### config.mk
export PLATFORM = sky130hd
export DESIGN_NAME = eka_ifetch
export DESIGN_NICKNAME = d
export VERILOG_FILES = /design/src/rtl/eka_ifetch.sv
export SDC_FILE = /design/constraint.sdc
export NUM_CORES = 1
export LEC_CHECK = 0
export CELL_PAD_IN_SITES_DETAIL_PLACEMENT = 0
export CELL_PAD_IN_SITES_GLOBAL_PLACEMENT = 1
export CORE_UTILIZATION = 30
export DETAILED_ROUTE_END_ITERATION = 7
export PLACE_DENSITY = 0.74
export SYNTH_ARGS = -nofsm -noshare
export SYNTH_HDL_FRONTEND = slang
export SYNTH_SLANG_ARGS = --single-unit
### constraint.sdc
create_clock -name clk -period 5.15 [get_ports clk]
set_input_delay 0.7725 -clock clk [delete_from_list [all_inputs] [get_ports clk]]
set_output_delay 0.7725 -clock clk [all_outputs]
set_load 0.005 [all_outputs]
### src/rtl/eka_ifetch.sv
// Eka instruction-fetch stage: one-word fetch buffer in front of a req/ack memory port.
// Define EKA_IFETCH_PREFETCH_EN to add a sequential next-word prefetch entry.
module eka_ifetch #(
  parameter int unsigned ADDR_WIDTH    = 32,
  parameter int unsigned FETCH_TIMEOUT = 255
) (
  input  logic                  clk,
  input  logic                  reset,
  input  logic [ADDR_WIDTH-1:0] inst_addr,
  input  logic                  flush,
  output logic [31:0]           instruction,
  output logic                  inst_valid,
  output logic                  mem_req,
  output logic [ADDR_WIDTH-1:0] mem_addr,
  input  logic                  mem_ack,
  input  logic [31:0]           mem_rdata,
  output logic                  fetch_err
);

  localparam logic [31:0]           Nop       = 32'h0000_0013;
  localparam logic [7:0]            Timeout   = 8'(FETCH_TIMEOUT);
  localparam logic [ADDR_WIDTH-1:0] WordMask  = {{(ADDR_WIDTH-2){1'b1}}, 2'b00};
  localparam logic [ADDR_WIDTH-1:0] WordBytes = ADDR_WIDTH'(4);

  localparam logic [0:0] StIdle = 1'b0;
  localparam logic [0:0] StWait = 1'b1;

  logic [0:0]            state_q, state_d;
  logic                  mem_req_q, mem_req_d;
  logic [ADDR_WIDTH-1:0] mem_addr_q, mem_addr_d;
  logic                  fetch_err_q, fetch_err_d;
  logic [7:0]            cnt_q, cnt_d;
  logic                  drop_q, drop_d;
  logic                  buf_v_q, buf_v_d;
  logic [ADDR_WIDTH-1:0] buf_addr_q, buf_addr_d;
  logic [31:0]           buf_data_q, buf_data_d;

  logic [ADDR_WIDTH-1:0] inst_word;
  logic                  buf_hit;
  logic                  hit;

  // Tags are kept as full word addresses; the low two bits are always zero.
  assign inst_word = inst_addr & WordMask;
  assign buf_hit   = buf_v_q && (buf_addr_q == inst_word);

`ifdef EKA_IFETCH_PREFETCH_EN
  logic                  pf_v_q, pf_v_d;
  logic [ADDR_WIDTH-1:0] pf_addr_q, pf_addr_d;
  logic [31:0]           pf_data_q, pf_data_d;
  logic                  req_pf_q, req_pf_d;
  logic                  pf_pend_q, pf_pend_d;
  logic [ADDR_WIDTH-1:0] pf_next_q, pf_next_d;
  logic                  pf_hit;
  logic                  pf_copy;
  logic                  next_buffered;

  assign pf_hit        = pf_v_q && (pf_addr_q == inst_word);
  assign hit           = buf_hit || pf_hit;
  assign next_buffered = (buf_v_q && (buf_addr_q == pf_next_q)) ||
                         (pf_v_q && (pf_addr_q == pf_next_q));
  // Promote a pf hit unless a demand fill is writing the demand entry this cycle.
  assign pf_copy       = pf_hit && !buf_hit && !flush &&
                         !((state_q == StWait) && mem_ack && !req_pf_q);

  assign instruction = !inst_valid ? Nop : (buf_hit ? buf_data_q : pf_data_q);
`else
  assign hit         = buf_hit;
  assign instruction = inst_valid ? buf_data_q : Nop;
`endif

  assign inst_valid = hit && !flush;
  assign mem_req    = mem_req_q;
  assign mem_addr   = mem_addr_q;
  assign fetch_err  = fetch_err_q;

  always_comb begin
    state_d     = state_q;
    mem_req_d   = mem_req_q;
    mem_addr_d  = mem_addr_q;
    fetch_err_d = 1'b0;
    cnt_d       = cnt_q;
    drop_d      = drop_q;
    buf_v_d     = buf_v_q;
    buf_addr_d  = buf_addr_q;
    buf_data_d  = buf_data_q;
`ifdef EKA_IFETCH_PREFETCH_EN
    pf_v_d      = pf_v_q;
    pf_addr_d   = pf_addr_q;
    pf_data_d   = pf_data_q;
    req_pf_d    = req_pf_q;
    pf_pend_d   = pf_pend_q;
    pf_next_d   = pf_next_q;

    if (pf_copy) begin
      buf_v_d    = 1'b1;
      buf_addr_d = pf_addr_q;
      buf_data_d = pf_data_q;
      pf_v_d     = 1'b0;
      pf_pend_d  = 1'b1;
      pf_next_d  = pf_addr_q + WordBytes;
    end
`endif

    unique case (state_q)
      StIdle: begin
        if (!flush) begin
          if (!hit) begin
            state_d    = StWait;
            mem_req_d  = 1'b1;
            mem_addr_d = inst_word;
            cnt_d      = '0;
            drop_d     = 1'b0;
`ifdef EKA_IFETCH_PREFETCH_EN
            req_pf_d   = 1'b0;
`endif
          end
`ifdef EKA_IFETCH_PREFETCH_EN
          else if (pf_pend_q && !pf_copy) begin
            pf_pend_d = 1'b0;
            if (!next_buffered) begin
              state_d    = StWait;
              mem_req_d  = 1'b1;
              mem_addr_d = pf_next_q;
              cnt_d      = '0;
              drop_d     = 1'b0;
              req_pf_d   = 1'b1;
            end
          end
`endif
        end
      end
      StWait: begin
        if (mem_ack) begin
          state_d   = StIdle;
          mem_req_d = 1'b0;
`ifdef EKA_IFETCH_PREFETCH_EN
          if (!drop_q && req_pf_q) begin
            pf_v_d    = 1'b1;
            pf_addr_d = mem_addr_q;
            pf_data_d = mem_rdata;
          end else if (!drop_q) begin
            buf_v_d    = 1'b1;
            buf_addr_d = mem_addr_q;
            buf_data_d = mem_rdata;
            pf_pend_d  = 1'b1;
            pf_next_d  = mem_addr_q + WordBytes;
          end
`else
          if (!drop_q) begin
            buf_v_d    = 1'b1;
            buf_addr_d = mem_addr_q;
            buf_data_d = mem_rdata;
          end
`endif
        end else if (cnt_q + 8'd1 == Timeout) begin
          state_d   = StIdle;
          mem_req_d = 1'b0;
`ifdef EKA_IFETCH_PREFETCH_EN
          fetch_err_d = !req_pf_q;
`else
          fetch_err_d = 1'b1;
`endif
        end else begin
          cnt_d = cnt_q + 8'd1;
        end
        // The bus handshake still completes after a flush, but its data is stale.
        if (flush) begin
          drop_d = 1'b1;
        end
      end
      default: begin
        state_d   = StIdle;
        mem_req_d = 1'b0;
      end
    endcase

    if (flush) begin
      buf_v_d = 1'b0;
`ifdef EKA_IFETCH_PREFETCH_EN
      pf_v_d    = 1'b0;
      pf_pend_d = 1'b0;
`endif
    end
  end

  always_ff @(posedge clk or posedge reset) begin
    if (reset) begin
      state_q     <= StIdle;
      mem_req_q   <= 1'b0;
      mem_addr_q  <= '0;
      fetch_err_q <= 1'b0;
      cnt_q       <= '0;
      drop_q      <= 1'b0;
      buf_v_q     <= 1'b0;
      buf_addr_q  <= '0;
      buf_data_q  <= '0;
    end else begin
      state_q     <= state_d;
      mem_req_q   <= mem_req_d;
      mem_addr_q  <= mem_addr_d;
      fetch_err_q <= fetch_err_d;
      cnt_q       <= cnt_d;
      drop_q      <= drop_d;
      buf_v_q     <= buf_v_d;
      buf_addr_q  <= buf_addr_d;
      buf_data_q  <= buf_data_d;
    end
  end

`ifdef EKA_IFETCH_PREFETCH_EN
  always_ff @(posedge clk or posedge reset) begin
    if (reset) begin
      pf_v_q    <= 1'b0;
      pf_addr_q <= '0;
      pf_data_q <= '0;
      req_pf_q  <= 1'b0;
      pf_pend_q <= 1'b0;
      pf_next_q <= '0;
    end else begin
      pf_v_q    <= pf_v_d;
      pf_addr_q <= pf_addr_d;
      pf_data_q <= pf_data_d;
      req_pf_q  <= req_pf_d;
      pf_pend_q <= pf_pend_d;
      pf_next_q <= pf_next_d;
    end
  end
`endif

endmodule

Word level (Yosys, flattened, before mapping)
Cells that the tools add are included.
{"block": "word_totals", "out_inout_bits": 67, "ff_bits": 105, "elab_cells": 61, "input_bits": 68}
{"block": "op_classes", "n_bitwise": 4, "n_eq_ne": 9, "addsub": 1, "reduce_logical": 11, "muxes": 27}
{"operator": "two-way mux 32 bit", "count": 1}
{"operator": "two-way mux 8 bit", "count": 4}
{"operator": "== test 30 bit", "count": 1}
{"operator": "two-way mux 1 bit", "count": 18}
{"operator": "case mux 8 bit (2 select lines)", "count": 1}
{"operator": "AND reduction 3 bit", "count": 5}
{"operator": "!= test 2 bit, second input constant", "count": 6}
{"operator": "adder 8 x 1 -> 8 bit, second input constant", "count": 1}
{"operator": "== test 8 bit, second input constant", "count": 1}
{"operator": "case mux 1 bit (2 select lines)", "count": 3}
{"operator": "NOT 1 bit", "count": 4}
{"operator": "AND reduction 4 bit", "count": 1}
{"operator": "nonzero test 2 bit", "count": 2}
{"operator": "!= test 3 x 2 -> 1 bit, second input constant", "count": 1}
{"operator": "logical AND 1 bit", "count": 2}
{"operator": "zero test 1 bit", "count": 1}

Logic depth before layout (Yosys ltp)
{"block": "logic_depth", "depth_word": 5, "mapped_depth": 8, "depth_no_buf": 8}

Worst setup path before layout
Ideal clock, no wire load.
{"block": "synth_timing", "path_type": "input to output", "start": "in inst_addr[3]", "end": "out instruction[22]", "t_arrival_ns": 2.027, "path_buffers": 1, "t_required_ns": 4.378, "setup_slack_ns": 2.350, "stages": 7, "cell_sequence": "xnor2_1 -> nand4_1 -> nor4_1 -> nand3_1 -> nor2_1 -> clkbuf_1 -> and2_1"}
{"block": "synth_between", "elab_chain_len": 4}
{"item": "start: declaration", "line_no": "9", "text": "input logic [ADDR_WIDTH-1:0] inst_addr,"}
{"item": "== test 30 bit", "line_no": "44", "text": "assign buf_hit = buf_v_q && (buf_addr_q == inst_word);"}
{"item": "logical AND 1 bit", "line_no": "44"}
{"item": "logical AND 1 bit", "line_no": "71", "text": "assign inst_valid = hit && !flush;"}
{"item": "net inst_valid", "line_no": "12", "text": "output logic inst_valid,"}
{"item": "two-way mux 32 bit", "line_no": "68", "text": "assign instruction = inst_valid ? buf_data_q : Nop;"}
{"item": "end: declaration", "line_no": "11", "text": "output logic [31:0] instruction,"}
The timed path passes the listed nets, and every way through them passes these cells.

Worst setup path in the final report
{"block": "layout_timing", "start": "in inst_addr[3]", "end": "out instruction[16]"}
{"block": "layout_between", "elab_chain_len": 4}
{"item": "== test 30 bit", "line_no": "44"}
{"item": "logical AND 1 bit", "line_no": "44"}
{"item": "logical AND 1 bit", "line_no": "71"}
{"item": "two-way mux 32 bit", "line_no": "68"}
Every way passes these cells.

==> impl_metrics.csv <==
group,metric,value,unit
logic_synthesis,synth_top_family_by_area,"multiplexers",
logic_synthesis,synth_cell_type_count,42,
clocking,cts_buffer_depth,2,
min_path,hold_depth,1,
logic_synthesis,synth_top_cell_area_share,53.9,%
clocking,path_clk_slew,0.06,ns
sta,setup_tns,0,ns
logic_synthesis,synth_mux_area_share,23.3,%
sta,fin_crit,4.23,ns
logic_synthesis,synth_area,0.00487,mm2
logic_synthesis,ys_ff_latch,105,
logic_synthesis,yosysSeqAreaShare,53.9,%
worst_setup_path,crit_fanout,20,
worst_setup_path,r2r_cells,7,
global_routing,grt_pass1_wl,17.2,mm
floorplan,rows,46,
logic_synthesis,synth-xor-area-share,6.65,%
drt,routed_wl,10.7,mm
floorplan,die_area,0.0168,mm2
logic_synthesis,synth-simple-area-share,9.60,%
place,place_congestion,0.726,
pwr,p_per_area,414,mW/mm2
drt,drtAntennaViolNets,0,
floorplan,ios,135,
logic_synthesis,synth_most_common_cell,"dfrtp_1",
logic_synthesis,synth_area_leader_cell,"dfrtp_1",
logic_synthesis,synth_enable_flop_cells,0,
worst_setup_path,cp-start-kind,"primary input",
worst_setup_path,required,4.38,ns
pwr,peakVddDrop,0.243,mV
sta,fin_skew,0.00691,ns
sta,worstMarginPinSlew,0.984,ns
drt,wl_per_cell,15.1,um
floorplan,core_area,0.0159,mm2
logic_synthesis,yosysWarnings,0,
sta,fmax,0.236,GHz
sta,setup_viol,0,
clocking,cts_setup_buffers,0,
drt,drc,0,
layout,drive_gt1_share,25.8,%
drt,via_per_inst,4.48,
clocking,insertion_delay,0.35,ns
sta,relSlewSlack,34.4,%
floorplan,start_util,30.7,%
clocking,cts_num_sinks,105,
clocking,cts.htree.levels,3,
clocking,cts_buffers,9,
global_routing,grt_pass1_vias,3320,
logic_synthesis,synth_area_leaders,"dfrtp_1 (54%), mux2_2 (15%), mux2_4 (8.3%)",
sta,hold_violations,0,
global_routing,overflow,0,
sta,rsz0062_at_grt,"no",
pwr,total_leakage_power,2.76,nW
clocking,ctsHoldBuffers,0,
logic_synthesis,synth-compound-area-share,2.95,%
layout,num_antenna_cells,0,
drt,num_vias,3175,
layout,nFillCells,1519,
sta,layout_setup_ws,0.917,ns
drt,drt-initial-drc-count,102,
logic_synthesis,syn_inst,360,
place,pre_cts_slack,0.806,ns
logic_synthesis,synth_area_per_cell,13.5,um2
place,hpwl,7.40,mm
logic_synthesis,netlist_top_cells_count,"dfrtp_1 (105), mux2_2 (65), xnor2_1 (32)",
layout,final_nets,559,
sta,slew_violations,0,
place,portBuffers,130,
worst_setup_path,cp-end-kind,"output pin",
global_routing,grt_usage,13.4,%
drt,drt-pass1-iter-count,4,
floorplan,die_w,129,um
global_routing,antenna_found_initial,0,
logic_synthesis,synth_fa_ha_area_share,0.514,%
sta,fin_crit_sh,82.2,%
layout,postLayoutCellArea,0.00670,mm2
pwr,power.total,2.77,mW
run,max_cap_viol_count,0,
place,dpl-instance-area,0.00638,mm2
global_routing,grt_start_max_net_pins,80,
floorplan,die_y,129,um
outcome,status,"completed",
worst_setup_path,critPathArrivalTime,3.46,ns
layout,area_delta_synth_final,37.5,%
logic_synthesis,synthArstFlopShare,100,%
logic_synthesis,ys.flop_type,"dfrtp_1",
clocking,cts_resized,0,
clocking,cts_tree,"done",
clocking,root_buffer,"clkbuf_16",
min_path,holdCritPathClass,"reg2reg",
worst_setup_path,path_class,"in2out",
## per-layer routing
layer	routed length [um]	track usage (%)	vias to the layer above
met1	4730	16.5	1571
met4	100	3.49	0
met5	0	0	-
met2	5110	22.2	97
li1	-	-	1497
met3	747	4.87	10
## logic make-up after synthesis
| logic type | count (synthesis) |
|---|---|
| flops | 105 |
| mux | 92 |
| simple gates | 77 |
| xor+xnor | 37 |
| buf+inv | 25 |
| compound gates | 21 |
| fa+ha+maj | 2 |
| other cells | 1 |
## placed cells by master (no fill, tap or decap), drive strengths merged, types with 5 or more instances in the layout
| cell | count |
|---|---|
| inv | 8 |
| nand2 | 7 |
| nand3 | 6 |
| nor2 | 9 |
| clkdlybuf4s50 | 130 |
| xor2 | 5 |
| mux2 | 92 |
| clkbuf | 10 |
| nand4 | 9 |
| and2 | 29 |
| a21oi | 6 |
| or3 | 5 |
| o21ai | 5 |
| xnor2 | 32 |
| dfrtp | 105 |
| buf | 5 |
## where the power goes
group | switching (mW) | internal, mW | total, mW | leakage [nW]
registers | 0.186 | 1.11 | 1.30 | 1.25
clock network | 0.304 | 0.437 | 0.741 | 0.159
logic | 0.240 | 0.494 | 0.734 | 1.35
total | 0.730 | 2.04 | 2.77 | 2.76
## through the flow
step                      hold WS (ns)  utilization [%]  instances
after floorplan                  0.471                -        361
after global placement           0.477             40.2        694
after detailed placement         0.484             40.2        694
after CTS                        0.500             42.2        709
after global routing             0.506             42.2        709
final                            0.496             42.2        709
## final cells by class
| type | instances | area, um2 | area share [%] |
|---|---|---|---|
| Sequential cell | 105 | 2630 | 39.2 |
| Multi-Input combinational cell | 231 | 2110 | 31.6 |
| Timing Repair Buffer | 135 | 1340 | 20.0 |
| Tap cell | 216 | 270 | 4.04 |
| Clock buffer | 10 | 239 | 3.57 |
| Clock inverter | 5 | 78.8 | 1.18 |
| Inverter | 7 | 28.8 | 0.430 |
## state kept, by name, summed over array words and instances, names as in the netlist
signal / cells
fetch_err: 1
mem_req: 1
state_q: 1
mem_addr: 30
drop_q: 1
cnt_q: 8
buf_v_q: 1
buf_data_q: 32
buf_addr_q: 30
## path summary, 6_finish.rpt
check,from,end,slack (ns)
worst max-delay path,inst_addr[3],instruction[16],0.92
worst min-delay path,buf_data_q[19]$_DFFE_PP0P_,buf_data_q[19]$_DFFE_PP0P_,0.50
worst max register to register,buf_addr_q[3]$_DFFE_PP0P_,mem_addr[21]$_DFFE_PP0P_,2.56
worst min register to register,buf_data_q[19]$_DFFE_PP0P_,buf_data_q[19]$_DFFE_PP0P_,0.50
max in group asynchronous,reset,buf_addr_q[5]$_DFFE_PP0P_,3.20
min in group asynchronous,reset,buf_data_q[22]$_DFFE_PP0P_,1.02
## critical path: stages
cell and delay [ns]:
clkdlybuf4s50_1 0.43, xnor2_1 0.20, nand4_1 0.15, nor4_1 0.56, nand3_1 0.29, nor2_2 0.17
buf_4 0.23, and2_1 0.16, clkdlybuf4s50_1 0.50
Note: power is estimated with default switching activity, not from simulation.
